[src/rtl/vga_board_arbiter_if.sv]
// Bus bundle between the board RAM arbiter, the snake engine, the board RAM and the pixel stage.
// The arbiter connects through the slave modport; the environment around it uses the master modport.
interface vga_board_arbiter_if #(
  parameter int ADDR_W = 10
) ();
  logic [9:0]        HS_cnt;
  logic [9:0]        VS_cnt;
  logic              eng_req;
  logic              eng_we;
  logic [ADDR_W-1:0] eng_addr;
  logic [1:0]        eng_wdata;
  logic              eng_gnt;
  logic              eng_rvalid;
  logic [1:0]        eng_rdata;
  logic              ram_en;
  logic              ram_we;
  logic [ADDR_W-1:0] ram_addr;
  logic [1:0]        ram_wdata;
  logic [1:0]        ram_rdata;
  logic              pix_valid;
  logic [1:0]        cell_code;
  logic [4:0]        cell_px;
  logic [4:0]        cell_py;

  modport slave (
    input  HS_cnt, VS_cnt, eng_req, eng_we, eng_addr, eng_wdata, ram_rdata,
    output eng_gnt, eng_rvalid, eng_rdata, ram_en, ram_we, ram_addr, ram_wdata,
           pix_valid, cell_code, cell_px, cell_py
  );

  modport master (
    output HS_cnt, VS_cnt, eng_req, eng_we, eng_addr, eng_wdata, ram_rdata,
    input  eng_gnt, eng_rvalid, eng_rdata, ram_en, ram_we, ram_addr, ram_wdata,
           pix_valid, cell_code, cell_px, cell_py
  );
endinterface

[src/rtl/vga_board_arbiter.sv]
// Shares the single-port board RAM between the display fetch and the snake engine.
// Define VBLANK_ONLY_WR_EN to restrict engine writes to vertical blanking.
module vga_board_arbiter #(
  parameter int H_ACT_START = 144,
  parameter int V_ACT_START = 32,
  parameter int H_CELLS     = 32,
  parameter int V_CELLS     = 24,
  parameter int CELL_PX     = 20,
  parameter int ADDR_W      = 10
) (
  input  logic              clk,
  input  logic              rst_n,
  vga_board_arbiter_if.slave bus
);

  typedef enum logic [1:0] {OWN_NONE, OWN_DISP, OWN_ENG} owner_t;

  localparam logic [10:0]     H_START = 11'(H_ACT_START);
  localparam logic [10:0]     H_END   = 11'(H_ACT_START + H_CELLS * CELL_PX);
  localparam logic [10:0]     V_START = 11'(V_ACT_START);
  localparam logic [10:0]     V_END   = 11'(V_ACT_START + V_CELLS * CELL_PX);
  localparam logic [4:0]      PX_LAST = 5'(CELL_PX - 1);
  localparam logic [ADDR_W:0] N_CELLS = (ADDR_W + 1)'(H_CELLS * V_CELLS);

  logic [10:0]       h_cur, h_nxt, v_cur;
  logic              v_act, act_n, line_start, line_end;
  logic              fetch_n, in_range, wr_ok;
  logic              act, act_d;
  logic [4:0]        cx, col, cy, cx_d, cy_d;
  logic [4:0]        cx_n, col_n, cy_n;
  logic [ADDR_W-1:0] row_base, row_base_n;
  logic              acc_disp, acc_rd;
  owner_t            owner;

  // The RAM strobes are registered, so decisions are made for the pixel arriving next cycle.
  assign h_cur      = {1'b0, bus.HS_cnt};
  assign h_nxt      = h_cur + 11'd1;
  assign v_cur      = {1'b0, bus.VS_cnt};
  assign v_act      = (v_cur >= V_START) && (v_cur < V_END);
  assign act_n      = v_act && (h_nxt >= H_START) && (h_nxt < H_END);
  assign line_start = (h_nxt == H_START);
  assign line_end   = (h_cur == H_END - 11'd1);
  assign fetch_n    = act_n && (cx_n == 5'd0);
  assign in_range   = ({1'b0, bus.eng_addr} < N_CELLS);

`ifdef VBLANK_ONLY_WR_EN
  assign wr_ok = !bus.eng_we || !v_act;
`else
  assign wr_ok = 1'b1;
`endif

  always_comb begin
    cx_n       = cx;
    col_n      = col;
    cy_n       = cy;
    row_base_n = row_base;
    if (line_start) begin
      cx_n  = 5'd0;
      col_n = 5'd0;
    end else if (act_n) begin
      if (cx == PX_LAST) begin
        cx_n  = 5'd0;
        col_n = col + 5'd1;
      end else begin
        cx_n = cx + 5'd1;
      end
    end
    // Row base steps by a full row of cells so the fetch address needs no multiplier.
    if (line_start && (v_cur == V_START)) begin
      cy_n       = 5'd0;
      row_base_n = '0;
    end else if (line_end && v_act) begin
      if (cy == PX_LAST) begin
        cy_n       = 5'd0;
        row_base_n = row_base + ADDR_W'(H_CELLS);
      end else begin
        cy_n = cy + 5'd1;
      end
    end
  end

  assign bus.eng_rdata = (owner == OWN_ENG) ? bus.ram_rdata : 2'b00;

  always_ff @(posedge clk) begin
    if (!rst_n) begin
      act           <= 1'b0;
      act_d         <= 1'b0;
      cx            <= '0;
      col           <= '0;
      cy            <= '0;
      cx_d          <= '0;
      cy_d          <= '0;
      row_base      <= '0;
      acc_disp      <= 1'b0;
      acc_rd        <= 1'b0;
      owner         <= OWN_NONE;
      bus.eng_gnt   <= 1'b0;
      bus.eng_rvalid <= 1'b0;
      bus.ram_en    <= 1'b0;
      bus.ram_we    <= 1'b0;
      bus.ram_addr  <= '0;
      bus.ram_wdata <= '0;
      bus.pix_valid <= 1'b0;
      bus.cell_code <= '0;
      bus.cell_px   <= '0;
      bus.cell_py   <= '0;
    end else begin
      act      <= act_n;
      cx       <= cx_n;
      col      <= col_n;
      cy       <= cy_n;
      row_base <= row_base_n;
      act_d    <= act;
      cx_d     <= cx;
      cy_d     <= cy;

      bus.pix_valid <= act_d;
      bus.cell_px   <= act_d ? cx_d : 5'd0;
      bus.cell_py   <= act_d ? cy_d : 5'd0;
      if (!act_d)
        bus.cell_code <= 2'b00;
      else if (owner == OWN_DISP)
        bus.cell_code <= bus.ram_rdata;

      owner <= !bus.ram_en ? OWN_NONE : (acc_disp ? OWN_DISP : OWN_ENG);
      bus.eng_rvalid <= acc_rd;

      bus.eng_gnt   <= 1'b0;
      bus.ram_en    <= 1'b0;
      bus.ram_we    <= 1'b0;
      bus.ram_addr  <= '0;
      bus.ram_wdata <= '0;
      acc_disp      <= 1'b0;
      acc_rd        <= 1'b0;
      // Display fetch always wins; an out-of-range engine address is granted without touching RAM.
      if (fetch_n) begin
        bus.ram_en   <= 1'b1;
        bus.ram_addr <= row_base_n + ADDR_W'(col_n);
        acc_disp     <= 1'b1;
      end else if (bus.eng_req && wr_ok) begin
        bus.eng_gnt   <= 1'b1;
        bus.ram_en    <= in_range;
        bus.ram_we    <= bus.eng_we && in_range;
        bus.ram_addr  <= bus.eng_addr;
        bus.ram_wdata <= bus.eng_wdata;
        acc_rd        <= !bus.eng_we;
      end
    end
  end

endmodule

[src/flat_wrapper.sv]
// flat-port wrapper written by rule: the top's interface ports become plain ports
module vga_board_arbiter_flat 
#(
  parameter int H_ACT_START = 144,
  parameter int V_ACT_START = 32,
  parameter int H_CELLS     = 32,
  parameter int V_CELLS     = 24,
  parameter int CELL_PX     = 20,
  parameter int ADDR_W      = 10
)
  (clk, rst_n, bus_HS_cnt, bus_VS_cnt, bus_eng_req, bus_eng_we, bus_eng_addr, bus_eng_wdata, bus_ram_rdata, bus_eng_gnt, bus_eng_rvalid, bus_eng_rdata, bus_ram_en, bus_ram_we, bus_ram_addr, bus_ram_wdata, bus_pix_valid, bus_cell_code, bus_cell_px, bus_cell_py);
  vga_board_arbiter_if #(.ADDR_W(ADDR_W)) bus_i ();
  input  logic clk;
  input  logic rst_n;
  input wire logic [$bits(bus_i.HS_cnt)-1:0] bus_HS_cnt;
  input wire logic [$bits(bus_i.VS_cnt)-1:0] bus_VS_cnt;
  input wire logic [$bits(bus_i.eng_req)-1:0] bus_eng_req;
  input wire logic [$bits(bus_i.eng_we)-1:0] bus_eng_we;
  input wire logic [$bits(bus_i.eng_addr)-1:0] bus_eng_addr;
  input wire logic [$bits(bus_i.eng_wdata)-1:0] bus_eng_wdata;
  input wire logic [$bits(bus_i.ram_rdata)-1:0] bus_ram_rdata;
  output wire logic [$bits(bus_i.eng_gnt)-1:0] bus_eng_gnt;
  output wire logic [$bits(bus_i.eng_rvalid)-1:0] bus_eng_rvalid;
  output wire logic [$bits(bus_i.eng_rdata)-1:0] bus_eng_rdata;
  output wire logic [$bits(bus_i.ram_en)-1:0] bus_ram_en;
  output wire logic [$bits(bus_i.ram_we)-1:0] bus_ram_we;
  output wire logic [$bits(bus_i.ram_addr)-1:0] bus_ram_addr;
  output wire logic [$bits(bus_i.ram_wdata)-1:0] bus_ram_wdata;
  output wire logic [$bits(bus_i.pix_valid)-1:0] bus_pix_valid;
  output wire logic [$bits(bus_i.cell_code)-1:0] bus_cell_code;
  output wire logic [$bits(bus_i.cell_px)-1:0] bus_cell_px;
  output wire logic [$bits(bus_i.cell_py)-1:0] bus_cell_py;
  assign bus_i.HS_cnt = bus_HS_cnt;
  assign bus_i.VS_cnt = bus_VS_cnt;
  assign bus_i.eng_req = bus_eng_req;
  assign bus_i.eng_we = bus_eng_we;
  assign bus_i.eng_addr = bus_eng_addr;
  assign bus_i.eng_wdata = bus_eng_wdata;
  assign bus_i.ram_rdata = bus_ram_rdata;
  assign bus_eng_gnt = bus_i.eng_gnt;
  assign bus_eng_rvalid = bus_i.eng_rvalid;
  assign bus_eng_rdata = bus_i.eng_rdata;
  assign bus_ram_en = bus_i.ram_en;
  assign bus_ram_we = bus_i.ram_we;
  assign bus_ram_addr = bus_i.ram_addr;
  assign bus_ram_wdata = bus_i.ram_wdata;
  assign bus_pix_valid = bus_i.pix_valid;
  assign bus_cell_code = bus_i.cell_code;
  assign bus_cell_px = bus_i.cell_px;
  assign bus_cell_py = bus_i.cell_py;
  vga_board_arbiter #(.H_ACT_START(H_ACT_START), .V_ACT_START(V_ACT_START), .H_CELLS(H_CELLS), .V_CELLS(V_CELLS), .CELL_PX(CELL_PX), .ADDR_W(ADDR_W)) u_core (.clk(clk), .rst_n(rst_n), .bus(bus_i));
endmodule
[config.mk]
export PLATFORM = sky130hd
export DESIGN_NAME = vga_board_arbiter_flat
export DESIGN_NICKNAME = d
export VERILOG_FILES = /design/src/rtl/vga_board_arbiter_if.sv /design/src/rtl/vga_board_arbiter.sv /design/src/flat_wrapper.sv
export SDC_FILE = /design/constraint.sdc
export NUM_CORES = 1
export LEC_CHECK = 0
export ABC_AREA = 1
export BUFFER_PORTS_ARGS = -buffer_cell sky130_fd_sc_hd__buf_2
export CAP_MARGIN = 10
export CORE_MARGIN = 5
export CORE_UTILIZATION = 52
export CTS_CLUSTER_SIZE = 30
export DETAILED_ROUTE_END_ITERATION = 12
export GPL_TIMING_DRIVEN = 1
export PLACE_DENSITY = 0.82
export SLEW_MARGIN = 0
export SYNTH_ARGS = -nofsm -noshare
export SYNTH_HDL_FRONTEND = slang
export SYNTH_SLANG_ARGS = --single-unit
[constraint.sdc]
create_clock -name clk -period 3.5 [get_ports clk]
set_input_delay 0.175 -clock clk [delete_from_list [all_inputs] [get_ports clk]]
set_output_delay 0.175 -clock clk [all_outputs]
set_load 0.05 [all_outputs]
# Word level (Yosys, flattened, before mapping)
# Cells that the tools add are included.
[word_totals]
ff_bits = 70
input_bits = 38
output_inout_bits = 31
[classes]
addsub = 6
n_lt_le_gt_ge = 5
n_eq_ne = 7
n_mux = 18
bitwise = 2
n_reduce_logical = 14
[ops]
columns = ["op", "count"]
rows = [
  ["$mux 10", 5],
  ["$mux 5", 7],
  ["$lt 10x10->1 const B", 2],
  ["$add 5x1->5 const B", 3],
  ["$add 10x1->11 const B", 1],
  ["$eq 11x8->1 const B", 1],
  ["$ge 11x8->1 const B", 1],
  ["$lt 11x10->1 const B", 1],
  ["$add 10x5->10", 1],
  ["$add 10x6->10 const B", 1],
  ["$eq 10x10->1 const B", 1],
  ["$eq 10x6->1 const B", 1],
  ["$eq 5x5->1 const B", 2],
  ["$ge 10x6->1 const B", 1],
  ["$logic_and 1x1->1", 7],
  ["$logic_not 5->1", 1],
  ["$mux 1", 4],
  ["$mux 2", 2],
  ["$reduce_and 2->1", 2],
  ["$reduce_or 2->1", 2],
  ["$reduce_or 3->1", 1],
  ["$eq 2x1->1 const B", 1],
  ["$eq 2x2->1 const B", 1],
  ["$not 1->1", 2],
  ["$logic_not 1->1", 1],
]

# Logic depth before layout (Yosys ltp)
# Gate-level depths: netlist of run 1.
[depth]
depth_word = 9
ltp_mapped = 27
mapped_depth_nobuf = 27

# Worst setup path before layout of run 1
# Ideal clock, no wire load.
[synth_timing]
path_kind = "in2reg"
start = "input port bus_HS_cnt[0]"
end = "register u_core.bus.ram_addr[8]"
setup_time_ps = 109
t_arrival_ps = 2971
required_ps = 3391
setup_slack_ps = 421
stages = 24
path_cell_list = "ha_1 nand2_1 nor2_4 nor2_1 nor2_2 nand4_1 nand2_2 nand3_4 nor2_4 nor2_1 nor3_1 ha_1 inv_1 fa_1 o21ai_0 nand2_1 nand2_1 nand3_1 nor2_1 nand2_1 nor2_1 o21ai_0 nand2_1 inv_1"
[synth_via]
elab_cells_between_ends = 19
cone_classes = "add/sub (2); order compare (2); eq/ne (2); mux (7); reduce/logical (6)"
[synth_lines]
columns = ["item", "line_no", "text"]
rows = [
  ["from (decl)", "flat_wrapper.sv:15", "input wire logic [$bits(bus_i.HS_cnt)-1:0] bus_HS_cnt;"],
  ["$add 10x1->11 *", "vga_board_arbiter.sv:37", "assign h_nxt = h_cur + 11'd1;"],
  ["$ge 11x8->1", "vga_board_arbiter.sv:40", "assign act_n = v_act && (h_nxt >= H_START) && (h_nxt < H_END);"],
  ["$logic_and 1x1->1 (2 in series)", "vga_board_arbiter.sv:40", ""],
  ["$mux 5", "vga_board_arbiter.sv:60", "end else if (act_n) begin"],
  ["$mux 5 *", "vga_board_arbiter.sv:57", "if (line_start) begin"],
  ["named net u_core.col_n[0]", "vga_board_arbiter.sv:30", "logic [4:0] cx_n, col_n, cy_n;"],
  ["$add 10x5->10 *", "vga_board_arbiter.sv:138", "bus.ram_addr <= row_base_n + ADDR_W'(col_n);"],
  ["$mux 10 *", "vga_board_arbiter.sv:136", "if (fetch_n) begin"],
  ["to (signal assigned)", "vga_board_arbiter.sv:138", ""],
  ["to (signal assigned)", "vga_board_arbiter.sv:144", "bus.ram_addr <= bus.eng_addr;"],
  ["to (decl)", "vga_board_arbiter_if.sv:27", "output eng_gnt, eng_rvalid, eng_rdata, ram_en, ram_we, ram_addr, ram_wdata,"],
]
# The timed path passes the listed nets; every way through them passes the cells marked *.
# A chain may end at the register's enable or synchronous reset.

# Worst setup path after layout of run 1
[layout_timing]
start = "input port bus_HS_cnt[0]"
end = "register u_core.bus.ram_addr[9]"
# Same word-level chain as after synthesis.

==> results of run 1 <==
## worst max-delay path: stages
cell and delay [ns]:
buf_2 0.11, ha_2 0.20, nand2_1 0.12, nor2_4 0.15, nor2_1 0.06, nor2_2 0.12
nand4_1 0.11, nand2_2 0.14, nand3_4 0.13, nor2_4 0.20, and3_1 0.26, nor3_1 0.07
ha_1 0.35, nand3_1 0.09, nand2_1 0.11, a21oi_1 0.08, o21ai_0 0.22, nand4_1 0.19
nor2_1 0.17, nand2_1 0.07, nand2_1 0.06, nand2_1 0.05, nand2_1 0.06, nand2_1 0.04
## worst max path at each step
stage,start,endpoint,slack [ns]
final,bus_HS_cnt[0],u_core.bus.ram_addr[9],0.40
after global routing,bus_HS_cnt[0],u_core.bus.ram_addr[8],0.02
after CTS,bus_HS_cnt[0],u_core.bus.ram_addr[8],0.33
after detailed placement,bus_HS_cnt[0],u_core.bus.ram_addr[8],-0.03
after global placement,bus_HS_cnt[0],u_core.bus.ram_addr[8],0.17
after floorplan,bus_HS_cnt[0],u_core.bus.ram_addr[8],0.42
## synthesized netlist by cell type (4+ instances only)
cell type,instances,share of area
a21oi_1,10,0.015
and3_1,6,0.011
clkbuf_1,4,0.0045
dfxtp_1,70,0.42
ha_1,10,0.037
inv_1,82,0.091
nand2_1,100,0.11
nand2_2,4,0.0074
nand3_1,36,0.054
nand4_1,13,0.024
nor2_1,68,0.076
nor2_2,4,0.0074
nor2_4,4,0.013
nor3_1,6,0.0089
nor4_1,7,0.013
o21ai_0,13,0.019
o21ai_1,5,0.0074
xor2_1,8,0.021
## layer usage
| layer | wire length (um) | global-route usage | vias to the layer above |
|---|---|---|---|
| met4 | 156 | 0.0806 | 0 |
| met5 | 0 | 0 | - |
| li1 | - | - | 1636 |
| met3 | 358 | 0.0458 | 16 |
| met1 | 3060 | 0.200 | 1396 |
| met2 | 3520 | 0.322 | 63 |
## final cells by class
type | instances | area share
clock buffer | 10 | 0.0341
clock inverter | 6 | 0.0170
inverter | 87 | 0.0812
multi-input combinational | 310 | 0.402
sequential | 70 | 0.347
tap | 77 | 0.0239
timing repair buffer | 73 | 0.0942
## where the power goes
group	internal (mW)	total, mW	switching, mW
Clock	0.353	0.661	0.308
Combinational	0.0582	0.190	0.132
Sequential	0.817	0.828	0.0103
Total	1.23	1.68	0.450
## kinds of logic after synthesis
family | count (synthesis) | share of synthesized area
xor+xnor | 10 | 0.0260
fa+ha+maj | 11 | 0.0431
simple gates | 260 | 0.364
buf+inv | 93 | 0.105
compound gates | 29 | 0.0450
flops | 70 | 0.417
## through the flow
step	cell area [um^2]	instances	hold slack, ns	utilization	worst slack (ns)
after global placement	3810	616	0.358	0.603	0.170
after CTS	4020	633	0.0353	0.637	0.334
after floorplan	3360	473	0.247	-	0.421
after global routing	4040	633	0.0439	0.639	0.0250
final	4040	633	0.0489	0.639	0.401
after detailed placement	3810	616	0.352	0.603	-0.0267
## registers in the layout (all words and copies together), names as in the netlist, 2 cells and up
| register | cells |
|---|---|
| u_core.cx | 5 |
| u_core.bus.cell_code | 2 |
| u_core.bus.ram_wdata | 2 |
| u_core.owner | 2 |
| u_core.cx_d | 5 |
| u_core.col | 5 |
| u_core.cy | 5 |
| u_core.row_base | 10 |
| u_core.bus.cell_px | 5 |
| u_core.bus.ram_addr | 10 |
| u_core.cy_d | 5 |
| u_core.bus.cell_py | 5 |
## timing repair
action | in CTS | in global routing
setup endpoints to repair | 0 | 2
resized for setup | 0 | 5
hold endpoints to repair | 1 | 0
hold buffers | 1 | 0
==> run_results.csv, run 1 <==
group,metric,value,unit
synthesis,synth_area,3360,um^2
timing,finalSetupViolations,0,
timing,fin_tns_setup,0,ns
critical_path,r2r_setup_slack,0.49,ns
global_routing,grt_pass1_vias,3080,
global_routing,grt_pass1_wl,12600,um
global_routing,grt_usage,0.180,
synthesis,synth_seq_area_share,0.417,
pwr,ir_drop,0.328,mV
timing,max_freq,323,MHz
die,dieArea,8180,um^2
synthesis,synth_warnings,0,
pwr,p_per_area,416,nW/um^2
timing,drv_slew,0,
synthesis,synth_cell_types,31,
routing,drc,0,
synthesis,synth_nets,522,
placement,gp_congestion,0.868,
critical_path,crit_fanout,8,
synthesis,syn_avg_cell_area,7.11,um^2
synthesis,syn_inst,473,
routing,routedWlPerCell,11.2,um
die,die_w,90.4,um
critical_path,r2r_start,"u_core.cx[0]",
pwr,power_leakage,2.15,nW
timing,hold_violations,0,
routing,postRouteAntennaNets,0,
global_routing,grt.overflow.total,0,
routing,drt_pass1_iterations,4,
clock_tree,cts_max_path_buffers,2,
die,dieHeight,90.4,um
finish,multi_input_area,1620,um^2
timing,max-slew-margin-rel,0.675,
clock_tree,numCtsBuffers,9,
critical_path,timing.critical_path.to_type,"flop",
die,start_util,0.533,
clock_tree,cts_tree,"yes",
global_routing,grt_max_degree,22,
timing,fin_crit_sh,0.885,
critical_path,worstPathRequired,3.73,ns
finish,final_common_cell,"nand2_1",
critical_path,rr_worst_depth,17,
timing,worst_pin_slew,0.484,ns
die,row_count,29,
timing,skew,0.00883,ns
placement,port_buffers,68,
run_status,status,"completed",
synthesis,synth.ff_latch_count,70,
timing,finalCriticalPeriod,3.10,ns
routing,num_vias,3111,
routing,drt-vias-per-instance,4.91,
timing,rsz0062_at_grt,"false",
clock_tree,clock_latency,0.34,ns
critical_path,r2r-end,"u_core.bus.ram_addr[9]",
finish,syn2layout_area_growth,20.0,%
hold_path,hp-class,"in2reg",
clock_tree,h-tree-depth,3,
hold_path,hold_end,"u_core.bus.ram_wdata[0]",
job,cap_violations,0,
critical_path,critical_path_class,"in2reg",
clock_tree,post_cts_buffers,0,
synthesis,synth_ff_type,"dfxtp_1",
synthesis,async_flop_share,0,
hold_path,whs_path_depth,3,
critical_path,worstPathArrival,3.33,ns
global_routing,antenna_found_initial,0,
die,boundaryPins,69,
die,core,6310,um^2
clock_tree,path_clk_slew,0.07,ns
finish,antenna_cells,0,
pwr,fin_total_pwr,1.68,mW
routing,wl,7090,um
clock_tree,cts_root_buf,"clkbuf_8",
placement,hpwlAfterDp,5440,um
routing,first_iter_violations,161,
hold_path,min_from,"bus_eng_wdata[0]",
finish,fin_nets,600,
finish,drive_above_1_share,0.209,
critical_path,cp-start-kind,"input port",
finish,layout_common_cells,"nand2_1, inv_1, dfxtp_1",
finish,regArea,1400,um^2
finish,num-fill-cells,552,
synthesis,synth-edff-count,0,
clock_tree,cts_sinks,70,
(Power assumes the default switching activity.)
==> run 2: changes to the inputs <==
Settings changed: ABC_CLOCK_PERIOD_IN_PS set to 3500, BUFFER_PORTS_ARGS -buffer_cell sky130_fd_sc_hd__buf_2 to -buffer_cell sky130_fd_sc_hd__buf_4.
==> run 2 against run 1 <==
Compared with the run above:
- global-route usage increased by 0.40 points
- combinational power is 10% higher
- non-clock buffer count unchanged
- largest power group unchanged
- critical path type unchanged
- critical path depth is 2 higher
- sequential share of layout area down 1.4 points
- hold slack improved by 0.0076 ns
- critical endpoint unchanged
==> run_results.csv, run 2 (synthesis results as in run 1) <==
group,metric,value,unit
critical_path,worstPathRequired,3.75,ns
die,row_count,29,
die,dieHeight,90.4,um
finish,layout_common_cells,"nand2_1, inv_1, buf_4",
clock_tree,cts_tree,"yes",
timing,rsz0062_at_grt,"false",
hold_path,min_from,"bus_eng_wdata[1]",
clock_tree,clock_latency,0.34,ns
critical_path,timing.critical_path.to_type,"flop",
global_routing,grt_usage,0.184,
job,cap_violations,0,
clock_tree,post_cts_buffers,0,
die,dieArea,8180,um^2
timing,max-slew-margin-rel,0.665,
routing,drt-vias-per-instance,4.99,
placement,port_buffers,68,
finish,fin_util,0.666,
critical_path,critical_path_class,"in2reg",
finish,fin_nets,600,
pwr,power_leakage,2.19,nW
routing,wl,7340,um
die,boundaryPins,69,
global_routing,grt_pass1_wl,12700,um
clock_tree,numCtsBuffers,9,
pwr,fin_total_pwr,1.76,mW
global_routing,antenna_found_initial,0,
finish,syn2layout_area_growth,25.1,%
pwr,ir_drop,0.353,mV
timing,drv_slew,0,
die,die_w,90.4,um
finish,antenna_cells,0,
timing,finalCriticalPeriod,3.13,ns
finish,final_cells,633,
clock_tree,cts_sinks,70,
placement,hpwlAfterDp,5590,um
timing,fin_crit_sh,0.894,
routing,postRouteAntennaNets,0,
critical_path,worstPathArrival,3.38,ns
clock_tree,cts_root_buf,"clkbuf_8",
timing,worst_pin_slew,0.499,ns
global_routing,grt_pass1_vias,3027,
critical_path,r2r_start,"u_core.cx[0]",
die,start_util,0.533,
routing,num_vias,3156,
timing,fin_tns_setup,0,ns
finish,multi_input_area,1610,um^2
finish,regArea,1400,um^2
global_routing,grt.overflow.total,0,
clock_tree,cts_max_path_buffers,2,
critical_path,crit_fanout,8,
hold_path,hp-class,"in2reg",
run_status,status,"completed",
critical_path,crit_start,"bus_HS_cnt[0]",
pwr,p_per_area,418,nW/um^2
timing,finalSetupViolations,0,
timing,max_freq,319,MHz
routing,drt_pass1_iterations,4,
routing,drc,0,
timing,skew,0.00816,ns
clock_tree,path_clk_slew,0.08,ns
finish,drive_above_1_share,0.200,
placement,gp_congestion,0.888,
finish,final_common_cell,"nand2_1",
clock_tree,h-tree-depth,3,
global_routing,grt_max_degree,22,
critical_path,cp-start-kind,"input port",
finish,num-fill-cells,517,
routing,routedWlPerCell,11.6,um
routing,first_iter_violations,160,
timing,hold_violations,0,
finish,top_regs,"u_core.bus.ram_addr (10), u_core.row_base (10)",
placement,place_inst,616,
die,core,6310,um^2
-- run 2: changes by cell type in the layout (fill, tap and decap cells not counted), moves of 2 or more --
cell,delta
ha_1,+2
buf_4,+68
buf_2,-68
ha_2,-2
-- run 2: worst paths after layout --
kind	endpoint	slack [ns]	depth (start not counted)
max	u_core.bus.ram_addr[9]	0.37	26
min	u_core.bus.ram_wdata[1]	0.06	3
max reg2reg	u_core.bus.ram_addr[9]	0.43	17
min reg2reg	u_core.bus.cell_px[3]	0.41	2
-- run 2: stage by stage --
step           cell area [um^2]  setup WS [ns]  hold slack, ns
2_1_floorplan              3360          0.421           0.247
3_3_place_gp               3980          0.201           0.350
3_5_place_dp               3980         0.0118           0.353
4_1_cts                    4210          0.370          0.0327
5_1_grt                    4210         0.0321          0.0459
6_report                   4210          0.370          0.0564
-- run 2: cell type report --
type / count / area share
multi-input cells: 310 / 0.383
clock inverters: 6 / 0.0223
well taps: 77 / 0.0229
clock buffers: 10 / 0.0303
flip-flops and latches: 70 / 0.333
inverters: 87 / 0.0779
repair buffers: 73 / 0.131
-- run 2: report_power, final --
group / internal (mW) / switching (mW) / leakage [nW]
Sequential: 0.817 / 0.0108 / 0.569
Clock: 0.408 / 0.315 / 0.107
Combinational: 0.0759 / 0.133 / 1.51
-- run 2: metal layers --
layer	track usage	vias up	wire length (um)
li1	-	1630	-
met1	0.204	1424	3060
met2	0.327	88	3710
met3	0.0508	14	410
met4	0.0806	0	150
met5	0	-	0
-- run 2: what timing repair did --
action | CTS | global route
resized for setup | 0 | 1
hold endpoints to repair | 1 | 0
setup endpoints to repair | 0 | 1
hold buffers | 1 | 0
-- run 2: critical path, cell delays in order --
cell and delay [ns]:
buf_4 0.09, ha_1 0.20, nand2_1 0.15, nor2_4 0.16, nand2_1 0.06, nand2_1 0.05, nand2_1 0.07, nand2_1 0.13
nor2_4 0.06, nand2_4 0.09, nand3_4 0.12, nor2_4 0.18, and3_1 0.25, nor3_1 0.08, ha_1 0.36, nand3_1 0.08
nand2_1 0.13, a21oi_1 0.08, o21ai_0 0.24, nand4_1 0.18, nor2_1 0.15, nand2_1 0.08, nand2_1 0.06, nand2_1 0.05
nand2_1 0.06, nand2_1 0.04
==> run 3: changes to the inputs <==
Settings changed: MAX_ROUTING_LAYER set to met4, TNS_END_PERCENT set to 100.
==> run 3 against run 2 <==
Compared with the run above:
- count of clock-buffer cells in the layout down 1
- via count down 1.8%
- critical path depth down 1
- sequential power about the same
- cell count down 0.16%
==> run_results.csv, run 3 (synthesis results as in run 1) <==
group,metric,value,unit
routing,num_vias,3098,
finish,final_cell_area,4180,um^2
timing,worst_slack,0.337,ns
critical_path,critical_path_class,"in2reg",
finish,drive_above_1_share,0.204,
clock_tree,h-tree-depth,3,
hold_path,min_from,"bus_eng_wdata[0]",
timing,fin_tns_setup,0,ns
run_status,status,"completed",
finish,regArea,1400,um^2
routing,first_iter_violations,142,
critical_path,r2r_setup_slack,0.48,ns
routing,routedWlPerCell,11.3,um
die,core,6310,um^2
timing,rsz0062_at_grt,"true",
pwr,p_comb_frac,0.126,
die,dieArea,8180,um^2
hold_path,whs_path_depth,3,
timing,finalSetupViolations,0,
critical_path,timing.critical_path.to_type,"flop",
hold_path,hp-class,"in2reg",
pwr,clockPowerShare,0.371,
clock_tree,cts_root_buf,"clkbuf_8",
pwr,p_per_area,394,nW/um^2
finish,num-fill-cells,522,
routing,drt-vias-per-instance,4.90,
pwr,p_sw,428,uW
clock_tree,numCtsBuffers,9,
timing,hold_violations,0,
critical_path,r2r-end,"u_core.bus.ram_addr[8]",
clock_tree,post_cts_buffers,0,
finish,syn2layout_area_growth,24.2,%
timing,finalCriticalPeriod,3.16,ns
pwr,p_int,1.22,mW
timing,skew,0.00562,ns
routing,wl,7130,um
finish,antenna_cells,0,
pwr,power_leakage,2.18,nW
die,die_w,90.4,um
clock_tree,cts_max_path_buffers,2,
finish,layout_common_cells,"nand2_1, inv_1, buf_4",
placement,dpl_cell_area,3980,um^2
global_routing,antenna_found_initial,0,
placement,hpwlAfterDp,5570,um
pwr,power_frac_seq,0.503,
global_routing,grt_pass1_wl,12700,um
die,dieHeight,90.4,um
critical_path,slowest_delay,0.42,ns
critical_path,crit_fanout,8,
timing,max-slew-margin-rel,0.688,
timing,drv_slew,0,
hold_path,hold_end,"u_core.bus.ram_wdata[0]",
critical_path,worstPathArrival,3.40,ns
global_routing,grt_pass1_vias,3039,
pwr,p_sw_frac,0.260,
die,row_count,29,
critical_path,crit_top_cell,"nand2_1",
job,cap_violations,0,
global_routing,grt_usage,0.187,
critical_path,rr_worst_depth,18,
timing,fin_crit_sh,0.904,
critical_path,r2r_start,"u_core.cx[0]",
pwr,fin_total_pwr,1.65,mW
routing,postRouteAntennaNets,0,
timing,max_freq,316,MHz
clock_tree,clock_latency,0.34,ns
placement,port_buffers,68,
clock_tree,cts_sinks,70,
clock_tree,path_clk_slew,0.07,ns
routing,drc,0,
critical_path,cp-start-kind,"input port",
clock_tree,cts_tree,"yes",
finish,fin_nets,600,
finish,multi_input_area,1620,um^2
placement,gp_congestion,0.887,
global_routing,grt_max_degree,22,
finish,top_regs,"u_core.bus.ram_addr (10), u_core.row_base (10)",
placement,pre_cts_ws,0.0640,ns
die,start_util,0.533,
global_routing,grt.overflow.total,0,
die,boundaryPins,69,
critical_path,cp_slowest_cell,"fa_1",
pwr,ir_drop,0.468,mV
finish,fin_util,0.662,
finish,final_common_cell,"nand2_1",
timing,worst_pin_slew,0.465,ns
critical_path,worstPathRequired,3.74,ns
routing,drt_pass1_iterations,4,
-- run 3: changes by cell type in the layout (fill, tap and decap cells not counted), sizes merged --
cell	delta
clkinvlp	-1
clkinv	+3
clkbuf	-1
bufinv	-1
inv	-1
-- run 3: layer usage --
metal  up-vias  share of wire  global-route usage
met2        61           0.50               0.322
met4         0          0.017              0.0732
met3        13          0.042              0.0467
li1       1641              -                   -
met5         -              0                   -
met1      1383           0.44               0.206
-- run 3: how the worst max path moves through the flow --
| stage | startpoint | end |
|---|---|---|
| 2_1_floorplan | bus_HS_cnt[0] | u_core.bus.ram_addr[8] |
| 6_report | bus_HS_cnt[0] | u_core.bus.ram_addr[8] |
| 5_1_grt | bus_HS_cnt[0] | u_core.bus.ram_addr[8] |
| 4_1_cts | bus_HS_cnt[0] | u_core.bus.ram_addr[8] |
| 3_3_place_gp | bus_HS_cnt[0] | u_core.bus.ram_addr[8] |
| 3_5_place_dp | bus_HS_cnt[0] | u_core.bus.ram_addr[8] |
-- run 3: stage by stage --
step	std cells	hold slack [ns]
floorplan	473	0.247
global placement	616	0.351
detailed placement	616	0.360
CTS	632	0.0354
global route	632	0.0366
finish	632	0.0481
-- run 3: area by class of cell --
| cell class | instances | area share |
|---|---|---|
| Tap cell | 77 | 0.0231 |
| Clock inverter | 6 | 0.0150 |
| Inverter | 87 | 0.0784 |
| Sequential cell | 70 | 0.335 |
| Timing Repair Buffer | 73 | 0.132 |
| Multi-Input combinational cell | 310 | 0.387 |
| Clock buffer | 9 | 0.0296 |
-- run 3: power groups by stage --
stage	combinational (mW)	sequential, mW	clock [mW]
4_1_cts	0.207	0.828	0.629
3_3_place_gp	0.203	0.846	0
3_5_place_dp	0.206	0.847	0
2_1_floorplan	0.0961	0.879	0
5_1_grt	0.229	0.830	0.663
6_report	0.207	0.829	0.610
-- run 3: worst max-delay path, delay by kind of cell --
kind | cells | cell delay (ns)
buffers and inverters | 3 | 0.17
AO/OA/AOI/OAI | 2 | 0.28
adder cells (fa/ha/maj) | 3 | 0.82
AND/OR/NAND/NOR | 17 | 1.97
-- run 3: timing repair --
item,CTS,global route
gates resized for setup,0,4
hold buffers,1,0
hold endpoints to repair,1,0
setup endpoints to repair,0,3
